<file path="config.mk">
export PLATFORM = sky130hd
export DESIGN_NAME = gray_decode_scheduler
export DESIGN_NICKNAME = d
export VERILOG_FILES = /design/src/rtl/gray_pkg.sv /design/src/rtl/gray_decoder.sv /design/src/rtl/gray_rr_arbiter.sv /design/src/rtl/gray_decode_scheduler.sv
export SDC_FILE = /design/constraint.sdc
export NUM_CORES = 1
export LEC_CHECK = 0
export BUFFER_PORTS_ARGS = -buffer_cell sky130_fd_sc_hd__buf_2
export CORE_MARGIN = 4
export CORE_UTILIZATION = 50
export DETAILED_ROUTE_END_ITERATION = 10
export PLACE_DENSITY = 0.82
export SLEW_MARGIN = 40
export SYNTH_ARGS = -nofsm -noshare
export SYNTH_HDL_FRONTEND = slang
export SYNTH_HIERARCHICAL = 1
export SYNTH_SLANG_ARGS = --single-unit
</file>
<file path="constraint.sdc">
create_clock -name clk -period 3.9 [get_ports clk]
set_clock_uncertainty 0.2 [all_clocks]
set_input_delay 0.195 -clock clk [delete_from_list [all_inputs] [get_ports clk]]
set_output_delay 0.195 -clock clk [all_outputs]
set_load 0.02 [all_outputs]
</file>
<file path="src/rtl/gray_pkg.sv">
// Purpose: shared Gray-code widths, types and the reference Gray-to-binary decode function.
// Latency: n/a (types and a pure combinational function).
// Backpressure: n/a.
package gray_pkg;

  localparam int GRAY_W = 4;

  typedef logic [GRAY_W-1:0] gray_t;
  typedef logic [GRAY_W-1:0] bin_t;

  // MSB passes straight through; each lower bit is the running XOR from the top.
  function automatic bin_t gray2bin(input gray_t g);
    bin_t b;
    b[GRAY_W-1] = g[GRAY_W-1];
    for (int i = GRAY_W - 2; i >= 0; i--) begin
      b[i] = b[i+1] ^ g[i];
    end
    return b;
  endfunction

endpackage

</file>
<file path="src/rtl/gray_decoder.sv">
// Purpose: combinational 4-bit Gray-to-binary decoder.
// Latency: 0 clocks (pure combinational).
// Backpressure: none; output follows input.
module gray_decoder
  import gray_pkg::*;
(
  input  gray_t gray,
  output bin_t  binary
);

  assign binary = gray2bin(gray);

endmodule

</file>
<file path="src/rtl/gray_rr_arbiter.sv">
// Purpose: round-robin arbiter; searches ptr+1, ptr+2, ... (mod N_REQ) for the first active request.
// Latency: 0 clocks (combinational grant).
// Backpressure: en=0 suppresses every grant.
module gray_rr_arbiter #(
  parameter int N_REQ = 4,
  parameter int ID_W  = 2
) (
  input  logic [N_REQ-1:0] req,
  input  logic [ID_W-1:0]  ptr,
  input  logic             en,
  output logic [N_REQ-1:0] grant,
  output logic [ID_W-1:0]  grant_idx,
  output logic             grant_any
);

  logic [ID_W-1:0] idx;

  // Walk the requesters in rotation order starting just after the last winner.
  always_comb begin
    grant     = '0;
    grant_idx = '0;
    grant_any = 1'b0;
    idx       = '0;
    for (int off = 1; off <= N_REQ; off++) begin
      idx = ID_W'((int'(ptr) + off) % N_REQ);
      if (en && !grant_any && req[idx]) begin
        grant[idx] = 1'b1;
        grant_idx  = idx;
        grant_any  = 1'b1;
      end
    end
  end

endmodule

</file>
<file path="src/rtl/gray_decode_scheduler.sv">
// Purpose: shares one Gray-to-binary decoder among N_REQ requesters with round-robin arbitration.
// Latency: 1 clock from the accepting edge to out_valid; one result per clock at full rate.
// Backpressure: out_valid && !out_ready holds the output slot and drops every req_ready.
module gray_decode_scheduler
  import gray_pkg::*;
#(
  parameter int N_REQ = 4,
  localparam int ID_W = (N_REQ > 1) ? $clog2(N_REQ) : 1
) (
  input  logic                  clk,
  input  logic                  rst_n,
  input  logic [N_REQ-1:0]      req_valid,
  input  logic [4*N_REQ-1:0]    req_gray,
  output logic [N_REQ-1:0]      req_ready,
  output logic                  out_valid,
  input  logic                  out_ready,
  output logic [GRAY_W-1:0]     out_binary,
  output logic [ID_W-1:0]       out_id,
  output logic                  busy
);

  logic [ID_W-1:0]  rr_ptr;
  logic [N_REQ-1:0] grant;
  logic [ID_W-1:0]  grant_idx;
  logic             grant_any;
  logic             can_accept;
  gray_t            sel_gray;
  bin_t             sel_bin;

  // No handshakes while reset is held so nothing is acknowledged that will be discarded.
  assign can_accept = rst_n && (!out_valid || out_ready);
  assign req_ready  = grant;
  assign busy       = out_valid || (|req_valid);

  gray_rr_arbiter #(
    .N_REQ (N_REQ),
    .ID_W  (ID_W)
  ) u_arb (
    .req       (req_valid),
    .ptr       (rr_ptr),
    .en        (can_accept),
    .grant     (grant),
    .grant_idx (grant_idx),
    .grant_any (grant_any)
  );

  // AND-OR style mux keyed on the one-hot grant so non-granted lanes (even X) never reach the decoder.
  always_comb begin
    sel_gray = '0;
    for (int i = 0; i < N_REQ; i++) begin
      if (grant[i]) begin
        sel_gray = req_gray[GRAY_W*i +: GRAY_W];
      end
    end
  end

  gray_decoder u_dec (
    .gray   (sel_gray),
    .binary (sel_bin)
  );

  // Output slot and rotation pointer: reload on grant, drain on consume, otherwise hold.
  always_ff @(posedge clk) begin
    if (!rst_n) begin
      out_valid  <= 1'b0;
      out_binary <= '0;
      out_id     <= '0;
      rr_ptr     <= ID_W'(N_REQ - 1);
    end else if (grant_any) begin
      out_valid  <= 1'b1;
      out_binary <= sel_bin;
      out_id     <= grant_idx;
      rr_ptr     <= grant_idx;
    end else if (out_ready) begin
      out_valid  <= 1'b0;
    end
  end

endmodule
</file>
=== Word-level counts from Yosys, hierarchy flattened ===
Cells that the tools add are included.

* Add/sub/neg operators: 4
* $mul: 0
* Div/mod/pow operators: 0
* Magnitude comparators: 8
* Equal/unequal tests: 0
* Shifts and indexed selects: 0
* Multiplexer cells: 34
* Bitwise operators: 6
* Reductions and logical operators: 20

{| class="wikitable"
|+ Operator list
! kind !! count
|-
| $mux 4 || 8
|-
| $mux 1 || 14
|-
| $logic_and 1x1->1 || 12
|-
| $lt 2x3->1 const B || 4
|-
| $or 4x4->4 || 3
|-
| $bmux 1 s2 || 4
|-
| $demux 1 s2 || 4
|-
| $ge 2x1->1 const B || 4
|-
| $mux 2 || 4
|-
| $add 2x1->2 const B || 2
|-
| $add 2x2->2 const B || 2
|-
| $logic_not 1->1 || 4
|-
| $reduce_or 4->1 || 1
|-
| $xor 1x1->1 || 3
|-
| $logic_or 1x1->1 || 2
|-
| $reduce_bool 2->1 || 1
|}

* Bits in registers: 9
* Bits in latches: 0
* Memory bits (writable): 0
* Memory bits (read-only): 0
* Input bits: 23
* Output and inout port bits: 12
* Memories kept: 0

=== Longest topological paths before layout ===
Gate-level depths: netlist of run 1.

* Word-level depth: 24
* Gate-level depth with buffers: 15
* Mapped depth without buffers: 13

=== By module ===
The synthesis of run 1 kept the hierarchy.

{| class="wikitable"
|+ By module, submodules not included
! module !! times used !! cells each !! area an instance (um2) !! sequential area each (um2)
|-
| gray_rr_arbiter || 1 || 70 || 554.3 || 0.0
|-
| gray_decode_scheduler || 1 || 55 || 466.7 || 180.2
|-
| gray_decoder || 1 || 5 || 50.0 || 0.0
|}

=== Worst setup path after synthesis of run 1 ===
OpenSTA, ideal clock, no wires.

* Path kind: register to register
* Start point: reg rr_ptr[0]
* End point: reg out_binary[1]
* Setup time: 0.116 ns
* Data arrival time: 3.526 ns
* Path slack: 0.057 ns
* Cell stages (with the launch flop): 15
* Buffers on the path: 1
* Clock period less this slack: 3.843 ns
* Path through: dfxtp_1 clkbuf_4 inv_2 ha_1 mux2_2 nor3b_1 o21ai_1 o2bb2ai_1 or3b_1 o21ai_0 a31oi_1 xor2_2 xor2_1 mux2i_1 nor2b_1

{| class="wikitable"
|+ RTL lines
! item !! line !! RTL
|-
| start: declaration || gray_decode_scheduler.sv:22 || <nowiki>logic [ID_W-1:0] rr_ptr;</nowiki>
|-
| start signal: assignment || gray_decode_scheduler.sv:68 || <nowiki>rr_ptr <= ID_W'(N_REQ - 1);</nowiki>
|-
| start signal: assignment || gray_decode_scheduler.sv:73 || <nowiki>rr_ptr <= grant_idx;</nowiki>
|-
| parallel branches: the longest is 16 deep, another holds $lt 2x3->1 || - ||
|-
| $mux 4 * || gray_rr_arbiter.sv:26 || <nowiki>if (en && !grant_any && req[idx]) begin</nowiki>
|-
| via req_ready[2] || gray_decode_scheduler.sv:14 || <nowiki>output logic [N_REQ-1:0] req_ready,</nowiki>
|-
| $mux 4 * (2 in a row) || gray_decode_scheduler.sv:51 || <nowiki>if (grant[i]) begin</nowiki>
|-
| via sel_gray[2] || gray_decode_scheduler.sv:27 || <nowiki>gray_t sel_gray;</nowiki>
|-
| $xor 1x1->1 * || gray_pkg.sv:16 || <nowiki>b[i] = b[i+1] ^ g[i];</nowiki>
|-
| via sel_bin[2] || gray_decode_scheduler.sv:28 || <nowiki>bin_t sel_bin;</nowiki>
|-
| $xor 1x1->1 * || gray_pkg.sv:16 ||
|-
| via sel_bin[1] || gray_decode_scheduler.sv:28 ||
|-
| end signal: assignment || gray_decode_scheduler.sv:71 || <nowiki>out_binary <= sel_bin;</nowiki>
|-
| end: declaration || gray_decode_scheduler.sv:17 || <nowiki>output logic [GRAY_W-1:0] out_binary,</nowiki>
|}

Mark *: on every way through the listed nets, which the timed path passes. The select of a mux whose other input is x is not followed.
A chain may end at the register's enable or synchronous reset.

=== Final worst setup path of run 1 ===
* Start point: reg rr_ptr[0]
* End point: reg out_binary[1]

* Cells in the longest elaborated chain, start to end: 23

{| class="wikitable"
|+ Ends and longest elaborated chain
! item !! line
|-
| parallel branches: the longest is 16 deep, another holds $lt 2x3->1 || -
|-
| $mux 4 * || gray_rr_arbiter.sv:26
|-
| $mux 4 (3 in a row) || gray_decode_scheduler.sv:51
|-
| $mux 4 * || gray_decode_scheduler.sv:51
|-
| via sel_gray[3] || gray_decode_scheduler.sv:27
|-
| $xor 1x1->1 * || gray_pkg.sv:16
|-
| via sel_bin[2] || gray_decode_scheduler.sv:28
|-
| $xor 1x1->1 * || gray_pkg.sv:16
|-
| via sel_bin[1] || gray_decode_scheduler.sv:28
|}

Marked as above.

==> flow_summary.yaml, run 1 <==
run_status:
  status: "finished, final reports clean"
timing:
  slew_headroom_pct: 65.14
  hold_slack_ns: 0.05934
  fmax_ghz: 0.2825
  slew_viol_final: 0
  min_period_ns: 3.540
  worst_slew_pin_slew_ns: 0.5218
  rsz0062_at_grt: "no"
  setup_viol_count_final: 0
  finalSetupTns_ns: 0
  setup_slack_ns: 0.3605
  hold_viol: 0
  fin_crit_sh_pct: 90.76
cts:
  cts_setup_buffers: 0
  cts_root_buffer: "clkbuf_4"
  ctsHoldBuffers: 1
  path_clk_slew_ns: 0.06
  ctsLongestPathBuffers: 2
  cts_sinks: 9
  cts_htree_levels: 1
  cts_resized: 0
  clk_latency_ns: 0.25
  cts_buffers: 3
  cts_tree: "done"
grt:
  antenna_found_initial: 0
  grt_pass1_vias: 904
  grt_pass1_wl_microns: 3781
  grt_overflow: 0
  grt_usage_pct: 16.88
  grt_max_degree: 17
floorplanning:
  floorplan.initialDensity_pct: 53.50
  die_h_microns: 54.28
  die_area_sq_mm: 0.002946
  fp.dieW_microns: 54.28
  ios: 35
  fp-row-count: 16
  coreArea_sq_mm: 0.002002
critical_path:
  critPathArrivalTime_ns: 3.53
  crit_fanout: 6
  start_kind: "register"
  path_class: "reg -> reg"
  crit_required_ns: 3.89
  end_kind: "register"
  cpPeakStageDelay_ns: 0.40
  r2r_start: "rr_ptr[0]$_SDFFE_PN1P_"
  crit_chain: "inv_2, ha_1, mux2_2, nor3b_1, o21ai_1, o2bb2ai_1, nand2b_1, o22ai_1, a31oi_1, xor2_2, xor2_1, mux2i_1, nor2b_1"
  crit_start: "rr_ptr[0]$_SDFFE_PN1P_"
  crit_family: "compound AO/OA/AOI/OAI gates"
  path_buf_inv: 1
  critical-path-slowest-cell: "mux2_2"
logic_synthesis:
  synth_compound_area_share_pct: 17.99
  yosys_warnings: 6
  ys_seq_area_share_pct: 16.82
  synth_cell_type_count: 35
  synth-simple-area-share_pct: 23.01
  syn_nets: 161
  syn_avg_cell_area_sq_um: 8.239
  synth_top_family_by_area: "simple AND/OR/NAND/NOR gates"
  synthXorXnorAreaFrac_pct: 3.972
  synthMuxAreaShare_pct: 21.73
  syn_inst: 130
  synth_area_sq_mm: 0.001071
  synthAdderAreaFrac_pct: 9.346
  ys_ff_latch: 9
route:
  first_pass_iters: 4
  final_antenna_net_count: 0
  route.detailed.drc: 0
  drt_iter0_drc: 13
  vias_per_cell: 5.516
  wl_per_cell_microns: 12.61
  wirelength_microns: 2421
  vias: 1059
flow_run:
  cap_violations: 0
finish:
  area_growth_syn_to_layout_pct: 19.51
  diodes: 0
  final_common_cell: "buf_2"
  nets: 197
  layout_common_cells: "buf_2 (34), nand2_1 (23), mux2i_1 (12)"
  drive_gt1_share_pct: 28.48
  final_cell_count_no_fill: 192
placed_design:
  numPortBuffers: 34
  post-place-ws_ns: 0.4302
  post-dp-hpwl_microns: 1907
  routabilityCongestion: 0.8155
  dpl.cell_count: 187
worst_hold_path:
  min_from: "out_ready"
  hold_path.class: "in -> reg"
power:
  irDropWorstVdd_mv: 0.3860
  power_leakage_nw: 0.5827
  p_total_uw: 490.5
  power_density_mw_per_mm2: 383.2
==> area by class of cell <==
cell class / count / area (sq um)
clock buffers: 4 / 26.28
fillers: 176 / 721.9
well taps: 27 / 33.78
flip-flops and latches: 9 / 180.2
repair buffers: 37 / 195.2
inverters: 8 / 30.03
multi-input cells: 107 / 814.5
==> path summary, 6_finish.rpt <==
check	depth (start not counted)	endpoint	slack, ns
setup / recovery	13	out_binary[1]$_SDFFE_PN0P_	0.36
hold / removal	3	out_valid$_SDFFE_PN0P_	0.06
hold reg to reg	2	out_id[1]$_SDFFE_PN0P_	0.28
setup reg to reg	13	out_binary[1]$_SDFFE_PN0P_	0.36
==> sequential cells by signal (all words and copies together), names as in the netlist <==
name	count
rr_ptr	2
out_valid	1
out_binary	4
out_id	2
==> kinds of logic after synthesis <==
family                   after synthesis
adder cells (fa/ha/maj)                8
flip-flops                             9
buffers and inverters                 14
AND/OR/NAND/NOR                       49
XOR/XNOR                               4
multiplexers                          18
AO/OA/AOI/OAI                         28
==> synth_stat cells <==
cell type  count  area [sq um]
nand2b_1       5         31.28
buf_4          1         7.510
xor2_1         1         8.760
mux4_2         3         67.56
a31oi_1        4         25.02
inv_1          7         26.28
nand3_1        3         15.01
buf_6          2         22.52
dfxtp_1        9         180.2
a22oi_1        2         15.01
nand2_1       23         86.33
nand3b_1       4         30.03
xor2_2         1         16.27
xnor2_1        2         17.52
a21oi_1        1         5.000
ha_1           8         100.1
nor3_1         1         5.000
nor3b_1        2         15.01
clkbuf_4       1         7.510
nor2_1         3         11.26
mux2_2         2         22.52
a21boi_0       2         15.01
clkbuf_1       1         3.750
o21ai_1        1         5.000
o22ai_1        5         31.28
mux2i_4        1         22.52
nor2b_1        7         43.79
o21a_1         5         37.54
o31a_1         1         8.760
o2bb2ai_1      4         35.03
mux2i_1       12         120.1
inv_2          1         3.750
buf_2          1         5.000
or3b_1         1         8.760
o21ai_0        3         15.01
==> layer usage <==
metal	GRT usage, %	routed length, microns
met4	3.320	14
met3	3.270	119
met5	0	0
met1	21.30	1104
met2	29.68	1182
==> worst register-to-register path, stage by stage (launching register included) <==
cell and delay, ns:
dfxtp_1 0.35, inv_2 0.08, ha_1 0.39, mux2_2 0.40, nor3b_1 0.30, o21ai_1 0.20, o2bb2ai_1 0.36, nand2b_1 0.20
o22ai_1 0.10, a31oi_1 0.29, xor2_2 0.24, xor2_1 0.17, mux2i_1 0.09, nor2b_1 0.11
==> stage by stage <==
| stage | utilization [%] | area, sq um |
|---|---|---|
| global placement | 62.13 | 1244 |
| floorplan | - | 1071 |
| finish | 63.94 | 1280 |
| CTS | 63.94 | 1280 |
| global route | 63.94 | 1280 |
| detailed placement | 62.13 | 1244 |
==> power by group <==
group          switching, mW  total, mW  leakage [nW]  internal [mW]
combinational          0.172      0.304         0.494          0.132
sequential           0.00783      0.117        0.0741          0.109
clock                 0.0303     0.0696        0.0150         0.0393
total                  0.210      0.490         0.583          0.281
Power figures use the tool's default switching activity.
==> run 2, diff against run 1 <==
--- a/config.mk
+++ b/config.mk
@@ -5,11 +5,11 @@
 export SDC_FILE = /design/constraint.sdc
 export NUM_CORES = 1
 export LEC_CHECK = 0
-export BUFFER_PORTS_ARGS = -buffer_cell sky130_fd_sc_hd__buf_2
 export CORE_MARGIN = 4
-export CORE_UTILIZATION = 50
+export CORE_UTILIZATION = 53
 export DETAILED_ROUTE_END_ITERATION = 10
-export PLACE_DENSITY = 0.82
+export DONT_BUFFER_PORTS = 1
+export PLACE_DENSITY = 0.71
 export SLEW_MARGIN = 40
 export SYNTH_ARGS = -nofsm -noshare
 export SYNTH_HDL_FRONTEND = slang
==> constraint.sdc (replaced) <==
create_clock -name clk -period 4.5 [get_ports clk]
set_clock_uncertainty 0.2 [all_clocks]
set_input_delay 0.225 -clock clk [delete_from_list [all_inputs] [get_ports clk]]
set_output_delay 0.225 -clock clk [all_outputs]
set_load 0.02 [all_outputs]
==> flow_summary.yaml, run 2 (synthesized netlist as in run 1, its figures left out) <==
cts:
  cts_htree_levels: 1
  cts_root_buffer: "clkbuf_4"
  cts_setup_buffers: 0
  cts_tree: "done"
  cts_buffers: 3
  clk_latency_ns: 0.25
  ctsLongestPathBuffers: 2
  path_clk_slew_ns: 0.06
  cts_resized: 0
  cts_sinks: 9
finish:
  area_growth_syn_to_layout_pct: 7.126
  final_common_cell: "nand2_1"
  regMostFlops: "out_binary"
  post-route-util_pct: 63.02
  multiInputGateArea_sq_um: 814.5
  nets: 168
  drive_gt1_share_pct: 12.50
  register_area_sq_um: 180.2
  largest_reg_flops: 4
  fillCellCount: 169
  diodes: 0
  layout_common_cells: "nand2_1 (23), mux2i_1 (12), dfxtp_1 (9)"
  final_cell_count_no_fill: 161
  reg_top3: "out_binary: 4 flops, out_id: 2 flops, rr_ptr: 2 flops"
timing:
  slew_viol_final: 0
  slew_headroom_pct: 64.22
  fmax_ghz: 0.2650
  worst_slew_pin_slew_ns: 0.5367
  finalSetupTns_ns: 0
  hold_viol: 0
  rsz0062_at_grt: "no"
  setup_viol_count_final: 0
  fin_crit_sh_pct: 83.85
  min_period_ns: 3.773
route:
  wirelength_microns: 2189
  first_pass_iters: 4
  drt_iter0_drc: 22
  final_antenna_net_count: 0
  vias: 925
  wl_per_cell_microns: 13.60
  route.detailed.drc: 0
  vias_per_cell: 5.745
critical_path:
  end_kind: "register"
  path_class: "reg -> reg"
  critPathArrivalTime_ns: 3.77
  start_kind: "register"
  crit_fanout: 6
  crit_required_ns: 4.50
power:
  irDropWorstVdd_mv: 0.2787
  power_leakage_nw: 0.4615
  power_density_mw_per_mm2: 353.0
placed_design:
  dpl.cell_count: 155
  numPortBuffers: 0
  routabilityCongestion: 0.8407
  post-dp-hpwl_microns: 1723
grt:
  grt_usage_pct: 17.28
  grt_pass1_wl_microns: 3670
  grt_pass1_vias: 862
  grt_max_degree: 17
  antenna_found_initial: 0
  grt_overflow: 0
floorplanning:
  die_area_sq_mm: 0.002804
  die_h_microns: 52.96
  ios: 35
  floorplan.initialDensity_pct: 58.83
  fp.dieW_microns: 52.96
  fp-row-count: 15
  coreArea_sq_mm: 0.001821
flow_run:
  cap_violations: 0
worst_hold_path:
  hold_path.class: "in -> reg"
run_status:
  status: "finished, final reports clean"
## run 2: changes by cell type in the layout (fill, tap and decap cells not counted), sizes merged
cell         previous run  this run
buf                    36         6
dlygate4sd3             1         2
## run 2: layer usage
metal / track usage, % / vias up / share of wire, %
met5: 0 / - / 0
met4: 1.277 / 0 / 0
met3: 6.479 / 0 / 9.3
met2: 26.65 / 37 / 44
met1: 23.76 / 415 / 47
li1: - / 473 / -
## run 2: report_power, final
| group | total [mW] | switching (mW) | leakage [nW] | internal [mW] |
|---|---|---|---|---|
| sequential | 0.120 | 0.0252 | 0.0741 | 0.0947 |
| combinational | 0.225 | 0.122 | 0.372 | 0.103 |
| clock | 0.0602 | 0.0261 | 0.0150 | 0.0340 |
| total | 0.405 | 0.173 | 0.461 | 0.232 |
## run 2: timing repair
item	in CTS	in global routing
hold buffers	2	0
hold endpoints to repair	9	0
endpoints found under the setup margin	0	0
## run 2: critical path: stages, from the launching register on
cell,delay (ns)
dfxtp_1,0.34
inv_2,0.08
ha_1,0.39
mux2_2,0.40
nor3b_1,0.26
o21ai_1,0.18
o2bb2ai_1,0.51
buf_4,0.22
nand2b_1,0.14
o22ai_1,0.09
a31oi_1,0.29
xor2_2,0.25
xor2_1,0.18
mux2i_1,0.09
nor2b_1,0.11
## run 2: cell type report
type,instances,share of cell area (%)
multi-input combinational,107,70.99
clock buffer,4,2.290
tap,25,2.726
sequential,9,15.70
inverter,8,2.617
timing repair buffer,8,5.671
## run 2: final timing paths
path	from	endpoint	slack (ns)	cells past startpoint
setup / recovery	rr_ptr[0]$_SDFFE_PN1P_	out_binary[1]$_SDFFE_PN0P_	0.73	14
hold / removal	req_valid[2]	rr_ptr[0]$_SDFFE_PN1P_	0.17	5
setup reg to reg	rr_ptr[0]$_SDFFE_PN1P_	out_binary[1]$_SDFFE_PN0P_	0.73	14
hold reg to reg	out_id[1]$_SDFFE_PN0P_	out_id[1]$_SDFFE_PN0P_	0.39	2
## run 2: per-stage QoR
stage	instance area [sq um]	worst slack (ns)	total power [mW]	hold WS [ns]
floorplan	1071	0.6575	0.3149	0.2583
global placement	1101	0.7919	0.3408	0.09961
detailed placement	1101	0.7618	0.3427	0.1025
CTS	1147	0.7246	0.4076	0.1703
global route	1147	0.3350	0.4445	0.2108
finish	1147	0.7266	0.4051	0.1736
